<file path="src/rtl/serial_bus_arbiter_if.sv">
// Bus-ownership handshake between the requesting masters and the serial bus arbiter.
// Modport master is the arbiter side (drives grants); modport slave is the requester side.
interface serial_bus_arbiter_if #(
    parameter int NUM_MASTERS = 2,
    parameter int SEL_WIDTH   = 1
);
    logic [NUM_MASTERS-1:0] mbreq;
    logic [NUM_MASTERS-1:0] mbgrant;
    logic [SEL_WIDTH-1:0]   msel;
    logic                   bbusy;
    logic                   berr;

    modport master (input mbreq, output mbgrant, msel, bbusy, berr);
    modport slave  (output mbreq, input mbgrant, msel, bbusy, berr);
endinterface

</file>
<file path="src/rtl/serial_bus_arbiter.sv">
// Round-robin owner arbiter for the shared serial bus, with a dead cycle between
// tenures and a tenure-timeout watchdog. All outputs are registered.
module serial_bus_arbiter #(
    parameter int NUM_MASTERS = 2,
    parameter int SEL_WIDTH   = 1,
    parameter int TIMEOUT     = 1024
) (
    input logic                  clk,
    input logic                  rst,
    serial_bus_arbiter_if.master bus
);
    // state | meaning
    // IDLE  | no owner, arbitrate every cycle
    // GRANT | one owner holds the bus, watchdog running
    // TURN  | dead cycle after a tenure, arbitrate the next owner
    typedef enum logic [1:0] {
        IDLE  = 2'd0,
        GRANT = 2'd1,
        TURN  = 2'd2
    } state_t;

    localparam logic [15:0]          HOLD_LAST = (TIMEOUT == 0) ? 16'd0 : 16'(TIMEOUT - 1);
    localparam logic [SEL_WIDTH-1:0] LAST_RST  = SEL_WIDTH'(NUM_MASTERS - 1);

    state_t                 state, state_nxt;
    logic [SEL_WIDTH-1:0]   last, last_nxt, msel_nxt;
    logic [NUM_MASTERS-1:0] grant_nxt;
    logic [15:0]            hold_cnt, hold_cnt_nxt;
    logic                   berr_nxt;
    logic                   win_valid;
    logic [SEL_WIDTH-1:0]   win;
    logic                   owner_req;
    logic                   timeout_hit;
    int                     cand;

    // Search starts just after the previous winner, so the last owner ranks lowest.
    always_comb begin
        win_valid = 1'b0;
        win       = last;
        cand      = 0;
        for (int i = 1; i <= NUM_MASTERS; i++) begin
            cand = int'(last) + i;
            if (cand >= NUM_MASTERS) begin
                cand = cand - NUM_MASTERS;
            end
            if (!win_valid && bus.mbreq[SEL_WIDTH'(cand)]) begin
                win_valid = 1'b1;
                win       = SEL_WIDTH'(cand);
            end
        end
    end

    assign owner_req   = bus.mbreq[bus.msel];
    assign timeout_hit = (TIMEOUT != 0) && (hold_cnt == HOLD_LAST);

    always_ff @(posedge clk) begin
        if (rst) begin
            state       <= IDLE;
            last        <= LAST_RST;
            hold_cnt    <= 16'd0;
            bus.mbgrant <= '0;
            bus.msel    <= '0;
            bus.bbusy   <= 1'b0;
            bus.berr    <= 1'b0;
        end else begin
            state       <= state_nxt;
            last        <= last_nxt;
            hold_cnt    <= hold_cnt_nxt;
            bus.mbgrant <= grant_nxt;
            bus.msel    <= msel_nxt;
            bus.bbusy   <= |grant_nxt;
            bus.berr    <= berr_nxt;
        end
    end

    always_comb begin
        state_nxt = IDLE;
        case (state)
            IDLE, TURN: state_nxt = win_valid ? GRANT : IDLE;
            GRANT:      state_nxt = (!owner_req || timeout_hit) ? TURN : GRANT;
            default:    state_nxt = IDLE;
        endcase
    end

    // Release wins over a coincident timeout, so berr only fires while the owner still requests.
    always_comb begin
        grant_nxt    = '0;
        msel_nxt     = bus.msel;
        last_nxt     = last;
        berr_nxt     = 1'b0;
        hold_cnt_nxt = hold_cnt;
        case (state)
            IDLE, TURN: begin
                if (win_valid) begin
                    grant_nxt[win] = 1'b1;
                    msel_nxt       = win;
                    last_nxt       = win;
                    hold_cnt_nxt   = 16'd0;
                end
            end
            GRANT: begin
                if (owner_req && !timeout_hit) begin
                    grant_nxt    = bus.mbgrant;
                    hold_cnt_nxt = hold_cnt + 16'd1;
                end else if (owner_req) begin
                    berr_nxt = 1'b1;
                end
            end
            default: begin
                grant_nxt = '0;
            end
        endcase
    end
endmodule
</file>
<file path="src/flat_wrapper.sv">
// flat-port wrapper written by rule: the top's interface ports become plain ports
module serial_bus_arbiter_flat 
#(
    parameter int NUM_MASTERS = 2,
    parameter int SEL_WIDTH   = 1,
    parameter int TIMEOUT     = 1024
)
  (clk, rst, bus_mbreq, bus_mbgrant, bus_msel, bus_bbusy, bus_berr);
  serial_bus_arbiter_if #(.NUM_MASTERS(NUM_MASTERS), .SEL_WIDTH(SEL_WIDTH)) bus_i ();
  input logic clk;
  input logic rst;
  input wire logic [$bits(bus_i.mbreq)-1:0] bus_mbreq;
  output wire logic [$bits(bus_i.mbgrant)-1:0] bus_mbgrant;
  output wire logic [$bits(bus_i.msel)-1:0] bus_msel;
  output wire logic [$bits(bus_i.bbusy)-1:0] bus_bbusy;
  output wire logic [$bits(bus_i.berr)-1:0] bus_berr;
  assign bus_i.mbreq = bus_mbreq;
  assign bus_mbgrant = bus_i.mbgrant;
  assign bus_msel = bus_i.msel;
  assign bus_bbusy = bus_i.bbusy;
  assign bus_berr = bus_i.berr;
  serial_bus_arbiter #(.NUM_MASTERS(NUM_MASTERS), .SEL_WIDTH(SEL_WIDTH), .TIMEOUT(TIMEOUT)) u_core (.clk(clk), .rst(rst), .bus(bus_i));
endmodule
</file>
<file path="config.mk">
export PLATFORM = sky130hd
export DESIGN_NAME = serial_bus_arbiter_flat
export DESIGN_NICKNAME = d
export VERILOG_FILES = /design/src/rtl/serial_bus_arbiter_if.sv /design/src/rtl/serial_bus_arbiter.sv /design/src/flat_wrapper.sv
export SDC_FILE = /design/constraint.sdc
export NUM_CORES = 1
export LEC_CHECK = 0
export CAP_MARGIN = 10
export CORE_MARGIN = 2
export CORE_UTILIZATION = 45
export DETAILED_ROUTE_END_ITERATION = 8
export REMOVE_ABC_BUFFERS = 1
export SLEW_MARGIN = 20
export SYNTH_ARGS = -nofsm -noshare
export SYNTH_HDL_FRONTEND = slang
export SYNTH_SLANG_ARGS = --single-unit
</file>
<file path="constraint.sdc">
create_clock -name clk -period 2.5 [get_ports clk]
set_clock_uncertainty 0.15 [all_clocks]
set_input_delay 0.5 -clock clk [delete_from_list [all_inputs] [get_ports clk]]
set_output_delay 0.5 -clock clk [all_outputs]
set_load 0.01 [all_outputs]
</file>
==> Yosys cells after proc, flatten, opt, wreduce, memory -nomap -nowiden <==
Index checks and enable logic that the tools add are counted.
{ "totals": {"reg_bits": 24, "in_bits": 4, "wordCells": 63} }
{ "classes": {"add_sub_neg": 5, "n_lt_le_gt_ge": 7, "n_eq_ne": 5, "n_mux": 24, "bitwise_logic": 1, "n_reduce_logical": 14} }
{ "op_table": {"columns": ["operator", "n"], "rows": [
  ["16-bit 2-to-1 mux", 2],
  ["16-bit one-hot mux with 2 select lines", 1],
  ["16-bit by 1-bit adder with 16-bit output, second input constant", 1],
  ["16-bit by 10-bit equality test with 1-bit output, second input constant", 1],
  ["1-bit 2-to-1 mux", 15],
  ["2-bit one-hot mux with 2 select lines", 2],
  ["1-bit by 3-bit less-than comparator with 1-bit output, second input constant", 2],
  ["2-bit 2-to-1 mux", 3],
  ["1-bit by 2-bit less-than comparator with 1-bit output, second input constant", 2],
  ["2-bit by 1-bit != test with 1-bit output, second input constant", 2],
  ["2-bit OR reduction", 2],
  ["1-bit by 2-bit adder with 3-bit output, second input constant", 1],
  ["3-bit by 2-bit greater-or-equal comparator with 1-bit output, second input constant", 1],
  ["1-bit logical AND", 3],
  ["1-bit logical NOT", 3],
  ["3-bit AND reduction", 1],
  ["3-bit OR reduction", 1],
  ["1-bit by 1-bit adder with 2-bit output, second input constant", 1],
  ["2-bit by 1-bit equality test with 1-bit output, second input constant", 1],
  ["2-bit equality test, second input constant", 1],
  ["2-bit greater-or-equal comparator, second input constant", 1],
  ["2-bit logical NOT", 1],
  ["2-bit AND reduction", 1],
  ["2-bit nonzero test", 1],
  ["other kinds (5)", 6]
]} }

==> Longest topological paths before layout <==
{ "depth": {"depth_word": 17, "mapped_depth": 7, "ltp_nobuf": 5} }

==> Worst setup path after synthesis <==
OpenSTA, ideal clock, no wires.
{ "synth_path": {"path_type": "register -> register", "startpoint": "register u_core.hold_cnt[14]", "endpoint": "register u_core.hold_cnt[13]", "arrival_ns": 1.912, "required_time_ns": 2.216, "slack_ns": 0.304, "path_stages_with_launch": 7, "path_buffers": 2, "period_less_slack_ns": 2.196, "cell_sequence": "dfxtp_1 or4_1 or4_1 clkbuf_1 buf_2 nand4_1 o221ai_1"} }
{ "synth_between": {"elab_chain_len": 5} }
{ "synth_lines": {"columns": ["element", "line_no", "text"], "rows": [
  ["from (decl)", "serial_bus_arbiter.sv:28", "logic [15:0] hold_cnt, hold_cnt_nxt;"],
  ["from (signal assigned)", "serial_bus_arbiter.sv:68", "hold_cnt <= hold_cnt_nxt;"],
  ["16-bit by 10-bit equality test with 1-bit output", "serial_bus_arbiter.sv:54", "assign timeout_hit = (TIMEOUT != 0) && (hold_cnt == HOLD_LAST);"],
  ["1-bit logical NOT", "serial_bus_arbiter.sv:102", "if (owner_req && !timeout_hit) begin"],
  ["1-bit logical AND", "serial_bus_arbiter.sv:102", null],
  ["2-bit by 1-bit != test with 1-bit output (no source line)", null, null],
  ["3-bit AND reduction (no source line)", null, null]
]} }
No other way between the ends.
A chain may end at the register's enable or synchronous reset.

==> Worst setup path after layout <==
{ "layout_path": {"startpoint": "register u_core.hold_cnt[15]", "endpoint": "register u_core.hold_cnt[13]"} }
The elaborated chain is that of the path after synthesis.

==> metrics.md <==
| Metric | Value |
|---|---|
| Count leader, synth | dfxtp_1 |
| Drt wl/cell | around 15 µm |
| Post-route ant nets | 0 |
| Hold-fix buffers, CTS | 0 |
| Mapped Area | ~1200 µm² |
| Area Growth Syn to Fin | 14.79% |
| IO Pins | 9 |
| DP Area | roughly 1400 µm² |
| Die area | approximately 3200 µm² |
| Final RePlAce weighted congestion | roughly 0.73 |
| TritonCTS clock tree | yes |
| Vias in the first global route | about 1100 |
| Setup Buffers After CTS | 0 |
| Sum of negative setup slack | 0 ps |
| Post-route cell area | around 1400 µm² |
| CTS HTree Levels | 1 |
| Final worst path period need | ~2300 ps |
| Drt first pass iters | 5 |
| Pwr Density | between 400 and 500 nW/µm² |
| Initial antenna violation count | 0 |
| Setup WS pre-CTS | between 80 and 90 ps |
| Wire length after detailed routing | approximately 2800 µm |
| Residual DRC | 0 |
| Via count of the routed design | ~1200 |
| Yosys reg bits | 24 |
| HP Class | reg -> reg |
| Finished Layout Cells | approximately 190 |
| Global route total overflow | 0 |
| F_max | 0.4290 GHz |
| Distinct cells, synth | 39 |
| EDFF count, synth | 0 |
| Fin crit share | approximately 93% |
| Synth cell count leaders | dfxtp_1, a31oi_1, nand2_1 |
| Slew @ Worst Pin | 306.5 ps |
| Crit Path Class | reg -> reg |
| Vias per inst | 6.176 |
| Post-route setup slack | between 150 and 200 ps |
| Sinks on Clock Net | 24 |
| Reg2reg setup slack | around 170 ps |
| Top FF cell, synth | dfxtp_1 |
| Clock latency at the later pin of the worst-skew pair | ~310 ps |
| Clock Pin Slew Worst Setup and Hold Paths | between 100 and 150 ps |
| Clk root buf | clkbuf_4 |
| Yosys warns | 0 |
| Diode count | 0 |
| Critical Path Start Type | flop |
| First-pass GRT wire length | 4988 µm |
| Initial DRC count | 35 |
| Post-synth top area share | about two fifths |
| Site row count | 18 |
| Hpwl dp | between 2000 and 2500 µm |
| Buffers on Ports | 8 |
| Area leader, netlist | dfxtp_1 |
| Endpoints failing setup | 0 |
| Core area | about 2500 µm² |
| Share of cells above drive strength 1 | about 11% |
| CP Max Fanout | 19 |
| Critical path capture point type | flop |
| GRT Resource Usage Total | roughly 20% |
| Syn avg cell area | between 8 and 9 µm² |
| Final Hold Fails | 0 |
| Crit path DAT | between 2000 and 2500 ps |
| VDD IR max | between 0.3 and 0.4 mV |
| Slew margin rel. | 79.31% |
| Synth Instances | about 150 |
| Die H | ~56 µm |
| Die W | about 56 µm |
| Total CTS buffers | 3 |
| Fin. max-slew vios | 0 |
| Run status | finished, final reports clean |
| Final net count | ~170 |
| Placed Cells | around 180 |
| Max-cap viol count | 0 |
| Largest net degree at the start of global routing | 20 |
| Synth area leaders | dfxtp_1, a31oi_1, nand4_1 |
| # resized after CTS | 0 |
| Fin Hold WS | 368.4 ps |
| Initial Util | 48.53% |
| CTS max path bufs | 2 |
| Worst path required time | between 2000 and 3000 ps |
| RSZ-0062 raised after global routing | no |
| Asr flop ratio synth | 0% |
| Leak | 0.5136 nW |
| Seq/Total Area, Yosys | approximately two fifths |
-- per-stage QoR --
stage	utilization (%)	total power, mW
6_report	55.70	0.6712
5_1_grt	55.70	0.7009
4_1_cts	55.65	0.6789
3_5_place_dp	54.23	0.4769
3_3_place_gp	54.23	0.4758
2_1_floorplan	-	0.4415
-- power by group --
| part | total (mW) | internal [mW] | switching (mW) |
|---|---|---|---|
| sequential | 0.398 | 0.391 | 0.00688 |
| clock | 0.203 | 0.0889 | 0.114 |
| combinational | 0.0704 | 0.0338 | 0.0366 |
| total | 0.671 | 0.514 | 0.157 |
-- kinds of logic (layout without fill, tap and decap cells) --
| kind of cell | after synthesis | after routing | share of synthesized area [%] |
|---|---|---|---|
| AND/OR/NAND/NOR | 65 | 65 | 30.40 |
| flip-flops | 24 | 24 | 38.91 |
| buffers and inverters | 16 | 28 | 5.674 |
| adder cells (fa/ha/maj) | 3 | 3 | 3.040 |
| multiplexers | 2 | 2 | 1.722 |
| AO/OA/AOI/OAI | 36 | 36 | 20.26 |
-- worst max-delay path: stages, from the launching register on --
cell      delay (ps)
dfxtp_1          360
or4_1            520
or4_1            570
buf_4            230
nand2_1          220
o221ai_1         160
-- registers in the layout (all words and copies together) (netlist names) --
name	cells
u_core.hold_cnt	16
u_core.bus.mbgrant	2
u_core.state	2
u_core.bus.bbusy	1
u_core.bus.berr	1
u_core.bus.msel	1
u_core.last	1
-- cells in the final DEF (no fill, tap or decap), types with 2 or more instances in the layout --
cell type	count
dfxtp_1	24
a31oi_1	15
nand2_1	10
buf_4	10
nand4_1	9
nor2_1	9
clkdlybuf4s50_1	8
nand3_1	7
inv_1	6
nand2b_1	6
and4_1	4
and3_1	4
o221ai_1	4
a21oi_1	4
or4_1	3
and2_1	3
o21ai_0	3
ha_1	3
clkbuf_4	3
nor3_1	2
a22o_1	2
-- metal layers --
| metal | routed length, µm | track usage (%) |
|---|---|---|
| met1 | 1353 | 26.21 |
| met4 | 34 | 3.741 |
| met2 | 1336 | 31.93 |
| met5 | 0 | 0 |
| met3 | 123 | 4.608 |
-- final cells by class --
type	count	area [µm²]
Fill cell	255	1127
Sequential cell	24	480.5
Tap cell	30	37.54
Clock buffer	4	36.28
Multi-Input combinational cell	106	685.7
Inverter	6	22.52
Timing Repair Buffer	18	155.1
-- final timing paths --
kind / start / to / depth (start not counted)
setup / recovery: u_core.hold_cnt[15] / u_core.hold_cnt[13] / 5
hold / removal: u_core.hold_cnt[0] / u_core.hold_cnt[0] / 1
setup reg to reg: u_core.hold_cnt[15] / u_core.hold_cnt[13] / 5
hold reg to reg: u_core.hold_cnt[0] / u_core.hold_cnt[0] / 1
Note: power is estimated with default switching activity, not from simulation.
==> variant 1, RTL diff (same settings) <==
`NUM_MASTERS` is set to 2 in 3 places; all go to 1.
--- a/src/rtl/serial_bus_arbiter_if.sv
+++ b/src/rtl/serial_bus_arbiter_if.sv
@@ -3,3 +3,3 @@
 interface serial_bus_arbiter_if #(
-    parameter int NUM_MASTERS = 2,
+    parameter int NUM_MASTERS = 1,
     parameter int SEL_WIDTH   = 1
--- a/src/rtl/serial_bus_arbiter.sv
+++ b/src/rtl/serial_bus_arbiter.sv
@@ -3,3 +3,3 @@
 module serial_bus_arbiter #(
-    parameter int NUM_MASTERS = 2,
+    parameter int NUM_MASTERS = 1,
     parameter int SEL_WIDTH   = 1,
--- a/src/flat_wrapper.sv
+++ b/src/flat_wrapper.sv
@@ -3,3 +3,3 @@
 #(
-    parameter int NUM_MASTERS = 2,
+    parameter int NUM_MASTERS = 1,
     parameter int SEL_WIDTH   = 1,
Interface: changed (resized bus_mbgrant and bus_mbreq); port bits go from 9 to 7. The function was not compared with the original's and may differ.
==> variant 1 against the unedited design <==
Setup slack improved by 0.28 ns. Core utilization down 2.1 points. Routed wire length fell by 8.8%. Area after synthesis shrank 12%. Design area fell by 15%. Sequential power shrank 14%. Power decreased by 18%. Clock power down 21%. Sequential cell count down 3. Global-route usage is 2.1 points higher. Worst hold slack got worse by 0.041 ns. Critical path type unchanged. Largest power group unchanged. Highest routed layer unchanged.
==> variant 1: results (changes against the unedited design) <==
Outcome
  – Outcome: completed

Global routing
  – Largest net degree at the start of global routing: 15 (-25%)
  – Wire length of the first global-routing pass: 4490 um (-10%)

Final layout
  – Register Area: 420 um^2 (-13%)
  – FILL cells: 224 (-12%)
  – Inverters: 3 (-3)
  – Nets: 147 (-11%)
  – Multi-input comb cells: 103 (-2.8%)
  – Regs by FF count: u_core.hold_cnt: 16 flops, u_core.state: 2 flops
  – Sequential cell area share: 34.8% (+0.89 points)
  – Non-Clock Buffer Area Fraction: 8.07% (-2.9 points)
  – Signal buffers: 11 (-7)
  – Share of layout cells above drive strength 1: 11.3% (-0.12 points)

Power and ir drop
  – Sw frac: 23.8% (+0.38 points)
  – Peak supply drop: 0.000253 V (-35%)
  – Clock Power Share: 29.4% (-0.8 points)
  – Comb power frac: 8.0% (-2.5 points)
  – Leakage power total: 0.387 nW (-25%)

Placed design
  – Placed cells: 166 (-9.8%)
  – Pre-CTS setup slack: 0.312 ns (+0.227 ns)
  – RD Place Congestion: 0.899 (+22%)
  – Area post-placement: 1180 um^2 (-14%)

Routing
  – Vias: 1065 (-8.3%)
  – First-pass iteration count of the detailed router: 4 (-1)
  – Metal-1 WL: 1300 um (-3.9%)
  – Avg WL per Cell: 15.3 um (+0.84%)
  – Drt first-iter violations: 28 (-20%)
  – Met3 Wirelength: 147 um (+20%)

Synth
  – Post-Syn Area: 1080 um^2 (-12%)
  – Syn avg cell area: 8.04 um^2 (-5.0%)
  – Top cells by count, synth: dfxtp_1 (21), nor2_1 (12), nand2_1 (11), o21ai_0 (11)
  – Synth Area in Compound Gates: 24.3% (+4.1 points)
  – Mux share of post-synthesis cell area: 0.923% (-0.80 points)
  – Area share of fa/ha/maj cells after synthesis: 1.15% (-1.9 points)
  – Synth top area cells: dfxtp_1 (39%), o21ai_0 (5.1%), nor2_1 (4.2%), nand2_1 (3.8%), a21oi_1 (3.7%)

Worst setup path
  – Slowest stage cell, crit path: dfxtp_1
  – Critical path arrival: 2.13 ns (-0.24 ns)

Timing
  – Worst-margin pin slew: 0.471 ns (+0.165 ns)
==> variant 1: changes by cell type in the layout (fill, tap and decap cells not counted), moves of 3 or more <==
| cell | unedited run | this run |
|---|---|---|
| a31oi_1 | 15 | 5 |
| o21ai_0 | 3 | 11 |
| buf_4 | 10 | 5 |
| a21oi_1 | 4 | 8 |
| and4_1 | 4 | 0 |
| nand2b_1 | 6 | 2 |
| nand4_1 | 9 | 5 |
| o221ai_1 | 4 | 0 |
| and3_1 | 4 | 1 |
| dfxtp_1 | 24 | 21 |
| inv_1 | 6 | 3 |
| nor2_1 | 9 | 12 |
| nor3_1 | 2 | 5 |
==> variant 1: worst paths after layout <==
path / end / slack (ns)
max: u_core.hold_cnt[5] / 0.45
min: u_core.hold_cnt[15] / 0.33
max reg2reg: u_core.hold_cnt[5] / 0.45
min reg2reg: u_core.hold_cnt[15] / 0.33
==> variant 2, RTL diff (same settings) <==
Made on the original files. Encoding of `state_t`: now one-hot (3 bits for 3 states).
--- a/src/rtl/serial_bus_arbiter.sv
+++ b/src/rtl/serial_bus_arbiter.sv
@@ -15,6 +15,6 @@
     // TURN  | dead cycle after a tenure, arbitrate the next owner
-    typedef enum logic [1:0] {
-        IDLE  = 2'd0,
-        GRANT = 2'd1,
-        TURN  = 2'd2
+    typedef enum logic [2:0] {
+        IDLE  = 3'b001,
+        GRANT = 3'b010,
+        TURN  = 3'b100
     } state_t;
Check against the original RTL: no difference found for any inputs over 10 cycles, from zero or initial values and one cycle with rst high; not proved beyond that.
==> variant 2 against the unedited design <==
Worst hold slack got worse by 0.016 ns. Core utilization fell by 2.1 points. Power up 0.32%. Routed wire length decreased by 2.8%. Via count is 1.8% lower. Design area increased by 3.4%. Critical path depth is 1 higher. Sequential cell count up 1. Area after synthesis rose by 4.5%. Setup slack worse by 0.090 ns. Non-clock buffer count unchanged. Global-route usage shrank 1.3 points. Critical endpoint is now u_core.hold_cnt[6].
==> variant 2: results (changes against the unedited design) <==
Outcome
  – Outcome: completed

Placed design
  – RD Place Congestion: 0.777 (+5.9%)
  – Pre-CTS setup slack: 0.0571 ns (-0.0280 ns)
  – Detailed placement HPWL: 2040 um (-1.6%)

Worst setup path
  – Critical path arrival: 2.51 ns (+0.14 ns)
  – FF-to-FF Start: u_core.hold_cnt[10]
  – Launch point of the worst path: u_core.hold_cnt[10]
  – Maximum fanout along the worst path: 9 (-10)

Final layout
  – Share of layout cells above drive strength 1: 15.1% (+3.7 points)
  – Multi-input comb cells: 117 (+10%)
  – Regs by FF count: u_core.hold_cnt: 16 flops, u_core.state: 3 flops, u_core.bus.mbgrant: 2 flops
  – FILL cells: 263 (+3.1%)
  – Non-Clock Buffer Area Fraction: 10.6% (-0.36 points)
  – Design Area, Final: 1470 um^2 (+3.4%)
  – Sequential cell area share: 34.2% (+0.27 points)
  – # clk buffers: 3 (-1)

Timing
  – Hold slack: 0.353 ns (-0.0157 ns)
  – Max_slew headroom: 69.5% (-9.8 points)

Routing
  – Met3 Wirelength: 69 um (-44%)
  – Metal2 WL: 1280 um (-4.6%)
  – First-pass iteration count of the detailed router: 4 (-1)
  – Avg WL per Cell: 14.0 um (-7.3%)
  – Drt first-iter violations: 32 (-8.6%)
  – Metal-1 WL: 1380 um (+2.1%)

Global routing
  – GR Util All Layers: 18.1% (-1.3 points)
  – Met2 usage: 31.0% (-0.93 points)
  – Largest net degree at the start of global routing: 16 (-20%)
  – Met3 usage: 2.27% (-2.3 points)
  – GRT met1 Usage: 23.3% (-2.9 points)

Power and ir drop
  – Leakage power total: 0.531 nW (+3.4%)
  – Peak supply drop: 0.000309 V (-20%)

Synth
  – Synth Area in Compound Gates: 21.7% (+1.5 points)
  – Area share of fa/ha/maj cells after synthesis: 2.91% (-0.13 points)
  – Sequential share of the synthesized area: 38.8% (-0.11 points)
  – Top cells by count, synth: dfxtp_1 (25), nor2_1 (17), nand2_1 (10)
  – Synth top area cells: dfxtp_1 (39%), nor2_1 (4.9%), o21ai_0 (3.1%), ha_1 (2.9%), nand2_1 (2.9%)

Hold path
  – Min-Delay Startpoint: u_core.hold_cnt[15]

Clock tree
  – Clock latency on the worst-skew pair: 0.32 ns
-- variant 2: cell count changes after synthesis, sizes merged, moves of 3 or more --
cell / delta
a31oi: -13
o21ai: +12
nor2: +8
o31ai: +5
and4: -4
inv: -4
nand4: -4
o221ai: -4
a21oi: +3
a41oi: +3
clkbuf: -3
-- variant 2: worst paths after layout --
check | end | cells past startpoint
worst max register to register | u_core.hold_cnt[6] | 6
worst max-delay path | u_core.hold_cnt[6] | 6
worst min register to register | u_core.hold_cnt[15] | 1
worst min-delay path | u_core.hold_cnt[15] | 1
-- variant 2: through the flow --
step	total power [mW]	utilization, %	instances
after floorplan	0.462	-	144
after global placement	0.494	51.9	191
after detailed placement	0.496	51.9	191
after CTS	0.678	53.0	195
after global routing	0.703	53.6	197
final	0.673	53.6	197
-- variant 2: report_power, final --
group | internal [mW] | total, mW | leakage (nW) | switching [mW]
Sequential | 0.407 | 0.415 | 0.203 | 0.00717
Clock | 0.0598 | 0.182 | 0.0177 | 0.122
Combinational | 0.0385 | 0.0771 | 0.311 | 0.0387
